$ cat src/rtl/axis_cic_interp.sv
// CIC interpolator: signed WIDTH-bit low-rate samples in, RATE beats per sample
// out at unity DC gain. Comb stages run at the input rate, the integrators run
// at the output rate with zero-stuffing between them. Both AXI-Stream sides
// support full backpressure.
// Optional build macro AXIS_CIC_ROUND_EN: round half up before the gain-removal
// shift and saturate at the positive full-scale code. Undefined: truncate.
module axis_cic_interp #(
  parameter int WIDTH = 16,
  parameter int RATE  = 8,
  parameter int ORDER = 3
) (
  input  logic                    aclk,
  input  logic                    arst_n,
  input  logic signed [WIDTH-1:0] s_axis_data_tdata,
  input  logic                    s_axis_data_tvalid,
  output logic                    s_axis_data_tready,
  output logic signed [WIDTH-1:0] m_axis_data_tdata,
  output logic                    m_axis_data_tvalid,
  input  logic                    m_axis_data_tready
);

  localparam int LOG2R = $clog2(RATE);
  // Gain of the filter is RATE^(ORDER-1); removing it is a shift by S bits.
  localparam int S     = (ORDER - 1) * LOG2R;
  localparam int IW    = WIDTH + S;
  localparam int CW    = $clog2(RATE + 1);

  logic signed [IW-1:0] comb_dly_q [ORDER];
  logic signed [IW-1:0] integ_q    [ORDER];
  logic signed [IW-1:0] comb_q;
  logic signed [IW-1:0] comb_w     [ORDER+1];
  logic signed [IW-1:0] last_integ;
  logic [CW-1:0]        cnt_q;
  logic                 first_q;
  logic                 m_tvalid_q;
  logic                 step_en;
  logic                 accept;

  // A step needs work left for this sample and a free output register.
  assign step_en = (cnt_q != '0) && (!m_tvalid_q || m_axis_data_tready);

  // A new sample may land on the very edge that performs the last step.
  assign s_axis_data_tready = arst_n &&
                              ((cnt_q == '0) || ((cnt_q == CW'(1)) && step_en));
  assign accept             = s_axis_data_tvalid && s_axis_data_tready;
  assign m_axis_data_tvalid = m_tvalid_q;
  assign last_integ         = integ_q[ORDER-1];

  // Comb cascade on the incoming sample; y = x - x_delayed per stage.
  always_comb begin
    // NOTE: every element is assigned on every pass, so no latch is inferred.
    comb_w[0] = IW'(s_axis_data_tdata);
    for (int k = 0; k < ORDER; k++) begin
      comb_w[k+1] = comb_w[k] - comb_dly_q[k];
    end
  end

  // Comb capture on accept, integrator cascade on each step, beat handshake.
  always_ff @(posedge aclk or negedge arst_n) begin
    if (!arst_n) begin
      // NOTE: these small arrays are filter state, so they are reset like any
      // other register; a burst cut by reset must not leak into the next one.
      for (int k = 0; k < ORDER; k++) begin
        comb_dly_q[k] <= '0;
        integ_q[k]    <= '0;
      end
      comb_q     <= '0;
      cnt_q      <= '0;
      first_q    <= 1'b0;
      m_tvalid_q <= 1'b0;
    end else begin
      if (accept) begin
        for (int k = 0; k < ORDER; k++) begin
          comb_dly_q[k] <= comb_w[k];
        end
        comb_q <= comb_w[ORDER];
      end

      if (step_en) begin
        // NOTE: non-blocking updates make every stage add its predecessor's
        // pre-update value, which is the one-edge-per-stage pipeline we want.
        integ_q[0] <= integ_q[0] + (first_q ? comb_q : '0);
        for (int k = 1; k < ORDER; k++) begin
          integ_q[k] <= integ_q[k] + integ_q[k-1];
        end
        first_q    <= 1'b0;
        m_tvalid_q <= 1'b1;
      end else if (m_axis_data_tready) begin
        m_tvalid_q <= 1'b0;
      end

      // Accept wins over the step's decrement and first-flag clear.
      if (accept) begin
        cnt_q   <= CW'(RATE);
        first_q <= 1'b1;
      end else if (step_en) begin
        cnt_q <= cnt_q - CW'(1);
      end
    end
  end

`ifdef AXIS_CIC_ROUND_EN
  generate
    if (S == 0) begin : g_plain
      assign m_axis_data_tdata = WIDTH'(last_integ);
    end else begin : g_round
      localparam logic signed [IW:0] HALF = (IW+1)'(1) <<< (S - 1);
      logic signed [IW:0]    rnd;
      logic signed [WIDTH:0] rnd_sh;
      // One extra bit keeps the half-LSB addition from wrapping.
      assign rnd    = {last_integ[IW-1], last_integ} + HALF;
      assign rnd_sh = (WIDTH+1)'(rnd >>> S);
      assign m_axis_data_tdata = (!rnd_sh[WIDTH] && rnd_sh[WIDTH-1])
                                 ? {1'b0, {(WIDTH-1){1'b1}}}
                                 : rnd_sh[WIDTH-1:0];
    end
  endgenerate
`else
  // Truncating arithmetic shift: a plain slice of the last integrator.
  assign m_axis_data_tdata = WIDTH'(last_integ >>> S);
`endif

endmodule
$ cat config.mk
export PLATFORM = sky130hd
export DESIGN_NAME = axis_cic_interp
export DESIGN_NICKNAME = d
export VERILOG_FILES = /design/src/rtl/axis_cic_interp.sv
export SDC_FILE = /design/constraint.sdc
export NUM_CORES = 1
export LEC_CHECK = 0
export ABC_AREA = 1
export CAP_MARGIN = 5
export CORE_MARGIN = 1.5
export CORE_UTILIZATION = 54
export CTS_CLUSTER_SIZE = 20
export DETAILED_ROUTE_END_ITERATION = 8
export HOLD_SLACK_MARGIN = 0.15
export PLACE_DENSITY_LB_ADDON = 0.08
export SYNTH_ARGS = -nofsm -noshare
export SYNTH_HDL_FRONTEND = slang
export SYNTH_SLANG_ARGS = --single-unit
$ cat constraint.sdc
create_clock -name aclk -period 10.3 [get_ports aclk]
set_input_delay 2.06 -clock aclk [delete_from_list [all_inputs] [get_ports aclk]]
set_output_delay 2.06 -clock aclk [all_outputs]
set_load 0.01 [all_outputs]
==> run metrics, run 1 <==
synthesis-to-finish area growth=8.57%; total wire length=32700 µm; Synth async-reset ratio=1.00; syn nets=2224; hold endpoint=comb_dly_q[31]; first-pass GRT wire length=54100 µm; residual overflow from global routing=0; RSZ-0062 raised after global routing=false; Max Clk Rate=169 MHz; largest family of logic cells by synthesized area=simple AND/OR/NAND/NOR gates; register area share after synthesis=0.278; Final Max Slew Viols=0; count of unique library cells instantiated by Yosys=29; I/O pins=38; Filler Cells Inserted=2395; vias in the first global route=11500; # nets final=2238; synth warn=0; Slew HR=0.431; CTS max path bufs=2; final clock period utilization by the worst path=0.574; Die Ht=159 µm; final worst slack=4.38 ns; met3 WL post-DR=1450 µm; outcome=finished, final reports clean; CTS Hold Bufs=0; wire length on met2=15700 µm; gpl congestion=0.981; Worst setup EP type=register; flop2flop setup slack=6.11 ns; # diodes=0; First-pass DRT Iterations=6; Post-synth EDFFs=0; area of the die=25100 µm²; Vias per Instance=5.05; drt initial violations=735; cts repair resizes=0; Post-Synth XOR/XNOR Area=0.0308; Post-DP Area=13600 µm²; Synth top area share=0.278; Core Box Area=23600 µm²; Mapped Cells=2081; DRC Markers=0; DP Wirelength=25600 µm; CTS tree=yes; Synth Area in Simple Gates=0.378; Post-Synth Adder-Cell Area=0.121; syn_area_per_cell=6.28 µm²; number of buffers added on ports=37; Compound-Gate Fraction of Synth Area=0.0749; crit path kind=primary input to register; Worst path max stage delay=0.40 ns; Synth area leader=dfrtp_1; routed length on met1=15100 µm; CP required=10.62 ns; Clock Skew=0.0138 ns; Initial Util=0.554; GR Util All Layers=0.274; R2R depth=27; HP Start=comb_dly_q[31]; Design Area, Final=14200 µm²; post-synthesis mux area share=0; clock tree sinks=145; Critical R2R Launch=comb_dly_q[44]; ANT nets after route=0; cell depth of the worst hold path=2; WL/cell=13.5 µm; Setup WS pre-CTS=3.96 ns; Area contributors post-synth=dfrtp_1 (28%), nand2_1 (24%), ha_1 (11%), inv_1 (9.5%), nand3_1 (5.6%); CP dominant cell by count=nand2_1; floorplan row count=56; HP Class=register to register; setup bufs post-CTS=0; Synth top cells by count=nand2_1 (849), inv_1 (330), nand3_1 (146); share of layout cells above drive strength 1=0.0233; Clk Tree Root Cell=clkbuf_16; # setup viols final=0; ys flop type=dfrtp_1; Die X=159 µm; Worst Path Arrival=6.23 ns; Final Hold Viols=0; Final min period=5.92 ns; Setup crit start kind=primary input; setup TNS=0 ns; final core occ=0.601; slowest CP cell=ha_1; initial antenna violation count=0; top-count cell post-synth=nand2_1; Reg clk slew, reported paths=0.07 ns; Worst Tran Pin Value=0.853 ns; clk_lat worst skew=0.43 ns; Num CTS Buffers=17; Cell Area, Synth=13100 µm²; top layer in use=met4; largest net degree at the start of global routing=88; register bit count reported by yosys=145; r2r endpoint=comb_q[19]; Max-cap violations=0; DR vias=12200; H-Tree Depth=4; CP Max Fanout=7
[per-stage QoR]
| stage | hold WS [ns] | cells |
|---|---|---|
| global route | 0.493 | 2426 |
| finish | 0.479 | 2426 |
| detailed placement | 0.466 | 2395 |
| global placement | 0.463 | 2395 |
| CTS | 0.483 | 2426 |
| floorplan | 0.449 | 2081 |
[cell type report]
type                    instances  area [µm²]  area share
flip-flops and latches        145        3630       0.256
repair buffers                 42         409      0.0288
multi-input cells            1558        7910       0.558
clock buffers                  19         453      0.0319
well taps                     319         399      0.0281
inverters                     331        1240      0.0876
clock inverters                12         146      0.0103
[sequential cells by signal, summed over array words and instances, names as in the netlist]
| signal | count |
|---|---|
| last_integ | 22 |
| integ_q | 44 |
| cnt_q | 4 |
| comb_dly_q | 51 |
| m_axis_data_tvalid | 1 |
| first_q | 1 |
| comb_q | 22 |
[worst max path at each step]
stage                                    start         end  slack, ns  cells past startpoint
after global placement    s_axis_data_tdata[0]  comb_q[19]       4.02                     29
after floorplan           s_axis_data_tdata[0]  comb_q[19]       4.81                     28
after global routing      s_axis_data_tdata[0]  comb_q[21]       3.84                     27
after detailed placement  s_axis_data_tdata[0]  comb_q[19]       3.96                     29
after CTS                 s_axis_data_tdata[0]  comb_q[19]       4.39                     29
final                     s_axis_data_tdata[0]  comb_q[19]       4.38                     29
[critical path: cells and delay by family]
family                   cells  cell delay, ns
adder cells (fa/ha/maj)      4            1.28
buffers and inverters        4            0.62
AND/OR/NAND/NOR             21            2.27
[cells in the final DEF, fill, tap and decap left out, types with 13 or more instances in the layout]
master	netlist	final
ha_1	117	117
nand2_1	849	849
o21ai_0	77	77
nor2_1	112	112
clkbuf_16	0	17
xor2_1	18	18
dfrtp_1	145	145
xnor2_1	28	28
clkdlybuf4s50_1	0	36
nand3_1	146	146
a21oi_1	88	88
and2_1	25	25
nor3_1	16	16
nand4_1	13	13
inv_1	330	330
nand3b_1	28	28
[per-layer routing]
layer / vias to the layer above / GRT usage
met2: 216 / 0.486
met4: 0 / 0.0579
met1: 5502 / 0.348
met5: - / 0
met3: 33 / 0.0465
li1: 6494 / -
[cells by family (layout without fill, tap and decap cells)]
| logic type | after synthesis | after routing |
|---|---|---|
| and+or+nand+nor | 1200 | 1200 |
| buffers and inverters | 378 | 404 |
| AOI/OAI and AO/OA | 189 | 189 |
| DFF | 145 | 145 |
| adders and majority gates | 123 | 123 |
| xor gates and xnor gates | 46 | 46 |
Power of run 1 is not shown: default switching activity piles up to over one toggle a cycle in this logic, so the estimate is an artifact.
==> inputs of run 2 (changes only) <==
- clock period: 10.3 -> 5.8 ns (I/O delays scaled with it)
==> run 2 against run 1 <==
  * Clock-buffer cell count is the same
  * First-iteration DRC count rose by 21%
  * Wire length up 0.67%
  * Critical path type unchanged
  * Largest cell class unchanged
==> run metrics, run 2 (synthesized netlist as in run 1, its figures left out) <==
outcome=finished, final reports clean; r2r endpoint=comb_q[19]; synthesis-to-finish area growth=8.34%; WL/cell=13.6 µm (+0.58%); GR Util All Layers=0.277 (+0.00378); Worst path max stage delay=0.40 ns (about the same); clock tree sinks=145 (unchanged); Worst setup startpoint=s_axis_data_tdata[0]; DRC Markers=0 (unchanged); Die Ht=159 µm (unchanged); Clock Skew=0.0168 ns (+0.00297 ns); ANT nets after route=0 (unchanged); vias in the first global route=11400 (-1.1%); CTS Hold Bufs=0 (unchanged); R2R depth=25 (-7.4%); # setup viols final=0 (unchanged); initial antenna violation count=0 (unchanged); H-Tree Depth=4 (unchanged); Setup WS pre-CTS=0.319 ns (-3.64 ns); final worst slack=0.731 ns (-3.65 ns); CP required=6.13 ns (-4.49 ns); most frequent cells in the layout=nand2_1 (849), inv_1 (330), nand3_1 (146), dfrtp_1 (145), ha_1 (117); setup bufs post-CTS=0 (unchanged); CTS max path bufs=2 (unchanged); biggest regs=comb_dly_q x51, integ_q x44; HP Start=comb_dly_q[34]; CTS tree=yes; area of the die=25100 µm² (unchanged); gpl congestion=0.976 (-0.53%); Crit path max-delay family=simple AND/OR/NAND/NOR gates; Final Max Slew Viols=0 (unchanged); setup TNS=0 ns (unchanged); Worst Path Arrival=5.40 ns (-0.83 ns); hold endpoint=comb_dly_q[34]; I/O pins=38 (unchanged); first-pass GRT wire length=54600 µm (+0.94%); floorplan row count=56 (unchanged); largest net degree at the start of global routing=89 (+1.1%); Slew HR=0.400 (-0.0310); Worst setup EP type=register; # diodes=0 (unchanged); Max-cap violations=0 (unchanged); commonest non-fill, non-tap cell in the layout=nand2_1; Max Clk Rate=197 MHz; crit path kind=primary input to register; First-pass DRT Iterations=6 (unchanged); # nets final=2239 (+0.045%); CP Max Fanout=7 (unchanged); Final Hold Viols=0 (unchanged); Most flops, register=comb_dly_q; Final min period=5.07 ns; flop2flop setup slack=1.58 ns (-4.53 ns); total wire length=32900 µm (+0.67%); Clk Tree Root Cell=clkbuf_16; number of buffers added on ports=37 (unchanged); share of layout cells above drive strength 1=0.0237 (+0.000452); Setup crit start kind=primary input; Die X=159 µm (unchanged); Critical R2R Launch=comb_dly_q[44]; residual overflow from global routing=0 (unchanged); DR vias=12400 (+0.94%); Num CTS Buffers=17 (unchanged); RSZ-0062 raised after global routing=false; Worst Tran Pin Value=0.899 ns (+0.0465 ns); Core Box Area=23600 µm² (unchanged); CP dominant cell by count=nand2_1; cell depth of the worst hold path=2 (unchanged); slowest CP cell=clkdlybuf4s50_1; max FFs per register=51 (unchanged); clk_lat worst skew=0.44 ns (about the same); HP Class=register to register; Vias per Instance=5.09 (+0.86%); cts repair resizes=0 (unchanged); Buf+Inv Stages, Crit Path=4 (unchanged); drt initial violations=888 (+21%); DP Wirelength=25700 µm (+0.28%); Initial Util=0.554 (unchanged); final clock period utilization by the worst path=0.874; Reg clk slew, reported paths=0.07 ns (about the same)
==> run 2: worst max-delay path by stage <==
stage / end / slack [ns] / cells past startpoint
6_report: comb_q[19] / 0.73 / 27
5_1_grt: comb_q[21] / 0.27 / 29
4_1_cts: comb_q[19] / 0.78 / 29
3_5_place_dp: comb_q[19] / 0.32 / 29
3_3_place_gp: comb_q[21] / 0.41 / 29
2_1_floorplan: comb_q[19] / 1.21 / 28
==> run 2: layout make-up <==
cell class	instances	area (µm²)
Sequential cell	145	3630
Tap cell	319	399
Inverter	331	1240
Multi-Input combinational cell	1558	7910
Clock inverter	13	119
Timing Repair Buffer	43	417
Fill cell	2317	9450
Clock buffer	19	443
==> run 2: per-stage QoR <==
step,cells,area (µm²),util,hold slack (ns)
final,2428,14200,0.600,0.480
after global routing,2428,14200,0.600,0.501
after CTS,2428,14200,0.600,0.483
after detailed placement,2396,13600,0.576,0.467
after global placement,2396,13600,0.576,0.465
after floorplan,2081,13100,-,0.449
==> run 2: worst min-delay path, cell delays in order, from the launching register on <==
cell	delay [ns]
dfrtp_1	0.34
nand2_1	0.05
nand2_1	0.06
==> run 2: layer usage <==
| metal | global-route usage | up-vias | routed length (µm) | share of wire |
|---|---|---|---|---|
| met5 | 0 | - | 0 | 0 |
| met4 | 0.0512 | 0 | 352 | 0.011 |
| met3 | 0.0430 | 27 | 1510 | 0.046 |
| met2 | 0.483 | 243 | 15500 | 0.47 |
| met1 | 0.366 | 5579 | 15600 | 0.47 |
| li1 | - | 6511 | - | - |
Power of run 2 is left out for the same reason.
==> inputs of run 3 (changes only) <==
- TNS_END_PERCENT: default -> 100
==> results of run 3 <==
The final DEF is identical to that of run 2; final timing and power are the same.
Power of run 3 is left out for the same reason.
==> RTL edit (config.mk and constraints of run 2) <==
`RATE`: 8 -> 32.
--- a/src/rtl/axis_cic_interp.sv
+++ b/src/rtl/axis_cic_interp.sv
@@ -6,7 +6,7 @@
 // shift and saturate at the positive full-scale code. Undefined: truncate.
 module axis_cic_interp #(
   parameter int WIDTH = 16,
-  parameter int RATE  = 8,
+  parameter int RATE  = 32,
   parameter int ORDER = 3
 ) (
   input  logic                    aclk,
Check against the original RTL: not equivalent (Yosys sat finds a counterexample within 10 cycles, from zero or initial values and one cycle with arst_n low).
==> RTL edit against run 2 <==
  * Cell count rose by 12%
  * Fmax fell by 2.8%
  * Final area rose by 12%
  * Area after synthesis rose by 13%
  * Worst setup slack got worse by 0.15 ns
  * Sequential cell count rose by 18
  * Die area rose by 12%
  * Critical path depth did not move
  * Wire length rose by 15%
Power is not shown: default switching activity piles up to over one toggle a cycle in this logic, so the estimate is an artifact.
==> RTL edit: results <==
group,metric,value,unit
clock_network,ctsResizeCount,0,
global_routing,grt_max_degree,111,
yosys,synthTopCellsByCount,"882 x nand2_1, 394 x inv_1, 165 x nor2_1",
yosys,seq_area_frac_synth,27.72,%
worst_setup_path,cp_slowest_stage_delay,0.46,ns
yosys,synth_cell_types,33,
timing,slew_headroom,22.73,%
worst_hold_path,min_path_type,"register to register",
global_routing,grt_pass1_vias,13398,
drt,wl_per_cell,13.92,um
worst_setup_path,path_max_fanout,6,
yosys,netlist_top_cells_area,"dfrtp_1 28%, nand2_1 22%, ha_1 11%, inv_1 10%, nand3_1 5.5%",
worst_setup_path,arrival,5.54,ns
placed_design,hpwlAfterDp,29720,um
worst_setup_path,r2r_slack,1.45,ns
yosys,synth_edf_count,0,
worst_setup_path,r2r-end,"comb_q[20]",
cells_and_area,nets,2516,
worst_hold_path,hold_path_startpoint,"comb_dly_q[24]",
timing,fin_skew,0.01455,ns
status,outcome,"finished, final reports clean",
drt,vias_per_cell,5.176,
global_routing,grt_pass1_wl,63890,um
global_routing,antenna_found_initial,0,
drt,drtIter0Drc,980,
yosys,yosys_warnings,0,
cells_and_area,fillers,2767,
cells_and_area,drive_gt1_share,2.484,%
worst_hold_path,min_to,"comb_dly_q[24]",
placed_design,gp_congestion,0.9101,
cells_and_area,reg.largest.list,"integ_q (52), comb_dly_q (51)",
global_routing,grt_usage,28.15,%
worst_setup_path,r2r_start,"comb_dly_q[52]",
## RTL edit: cell count changes after synthesis, sizes merged, moves of 6 or more
cell / change
a21oi: +26
o21bai: -6
nor2: +53
nand3b: -9
nand2: +32
buf: +7
nand3: +15
nor3: -8
o21ai: +35
inv: +64
ha: +11
nand4: +10
dfrtp: +18
or2: +8
## RTL edit: through the flow
step / worst slack [ns] / cells / hold slack (ns) / area [um2] / util, %
after CTS: 0.6269 / 2716 / 0.4876 / 15850 / 58.97
final: 0.5843 / 2716 / 0.4835 / 15850 / 58.97
after floorplan: 1.161 / 2351 / 0.4422 / 14720 / -
after global placement: 0.2697 / 2684 / 0.4611 / 15240 / 56.71
after global routing: 0.06554 / 2716 / 0.5119 / 15850 / 58.97
after detailed placement: 0.1635 / 2684 / 0.4658 / 15240 / 56.71
## RTL edit: worst max path at each step
stage                     slack [ns]            startpoint         end  cells after the start
after floorplan                 1.16  s_axis_data_tdata[0]  comb_q[19]                     27
after global placement          0.27  s_axis_data_tdata[0]  comb_q[25]                     28
after detailed placement        0.16  s_axis_data_tdata[0]  comb_q[20]                     27
after CTS                       0.63  s_axis_data_tdata[0]  comb_q[20]                     27
after global routing            0.07  s_axis_data_tdata[0]  comb_q[19]                     29
final                           0.58  s_axis_data_tdata[0]  comb_q[20]                     27
## RTL edit: logic make-up (layout without fill, tap and decap cells)
family	Yosys count	count (layout)	synth area share (%)
and+or+nand+nor	1305	1305	36.47
DFF	163	163	27.72
buffers and inverters	447	471	12.32
xor gates and xnor gates	49	49	2.916
adders and majority gates	134	134	11.70
AOI/OAI and AO/OA	253	253	8.876
## RTL edit: cell type report
cell class | instances | share of cell area, %
clock buffer | 17 | 2.684
clock inverter | 15 | 1.137
inverter | 395 | 9.356
multi-input combinational | 1741 | 55.72
sequential | 163 | 25.74
tap | 341 | 2.692
timing repair buffer | 44 | 2.676
## RTL edit: worst reg2reg max path: cells and delay by family, from the launching register on
kind                       cells  cell delay [ns]
AOI/OAI and AO/OA              4             0.61
and+or+nand+nor               17             1.89
adders and majority gates      4             1.36
DFF                            1             0.39
## RTL edit: metal layers
metal  global-route usage (%)  part of all wire (%)
met5                        0                     0
met3                    3.056                   3.6
met1                    37.01                    47
met2                    48.70                    47
met4                    8.890                   2.2
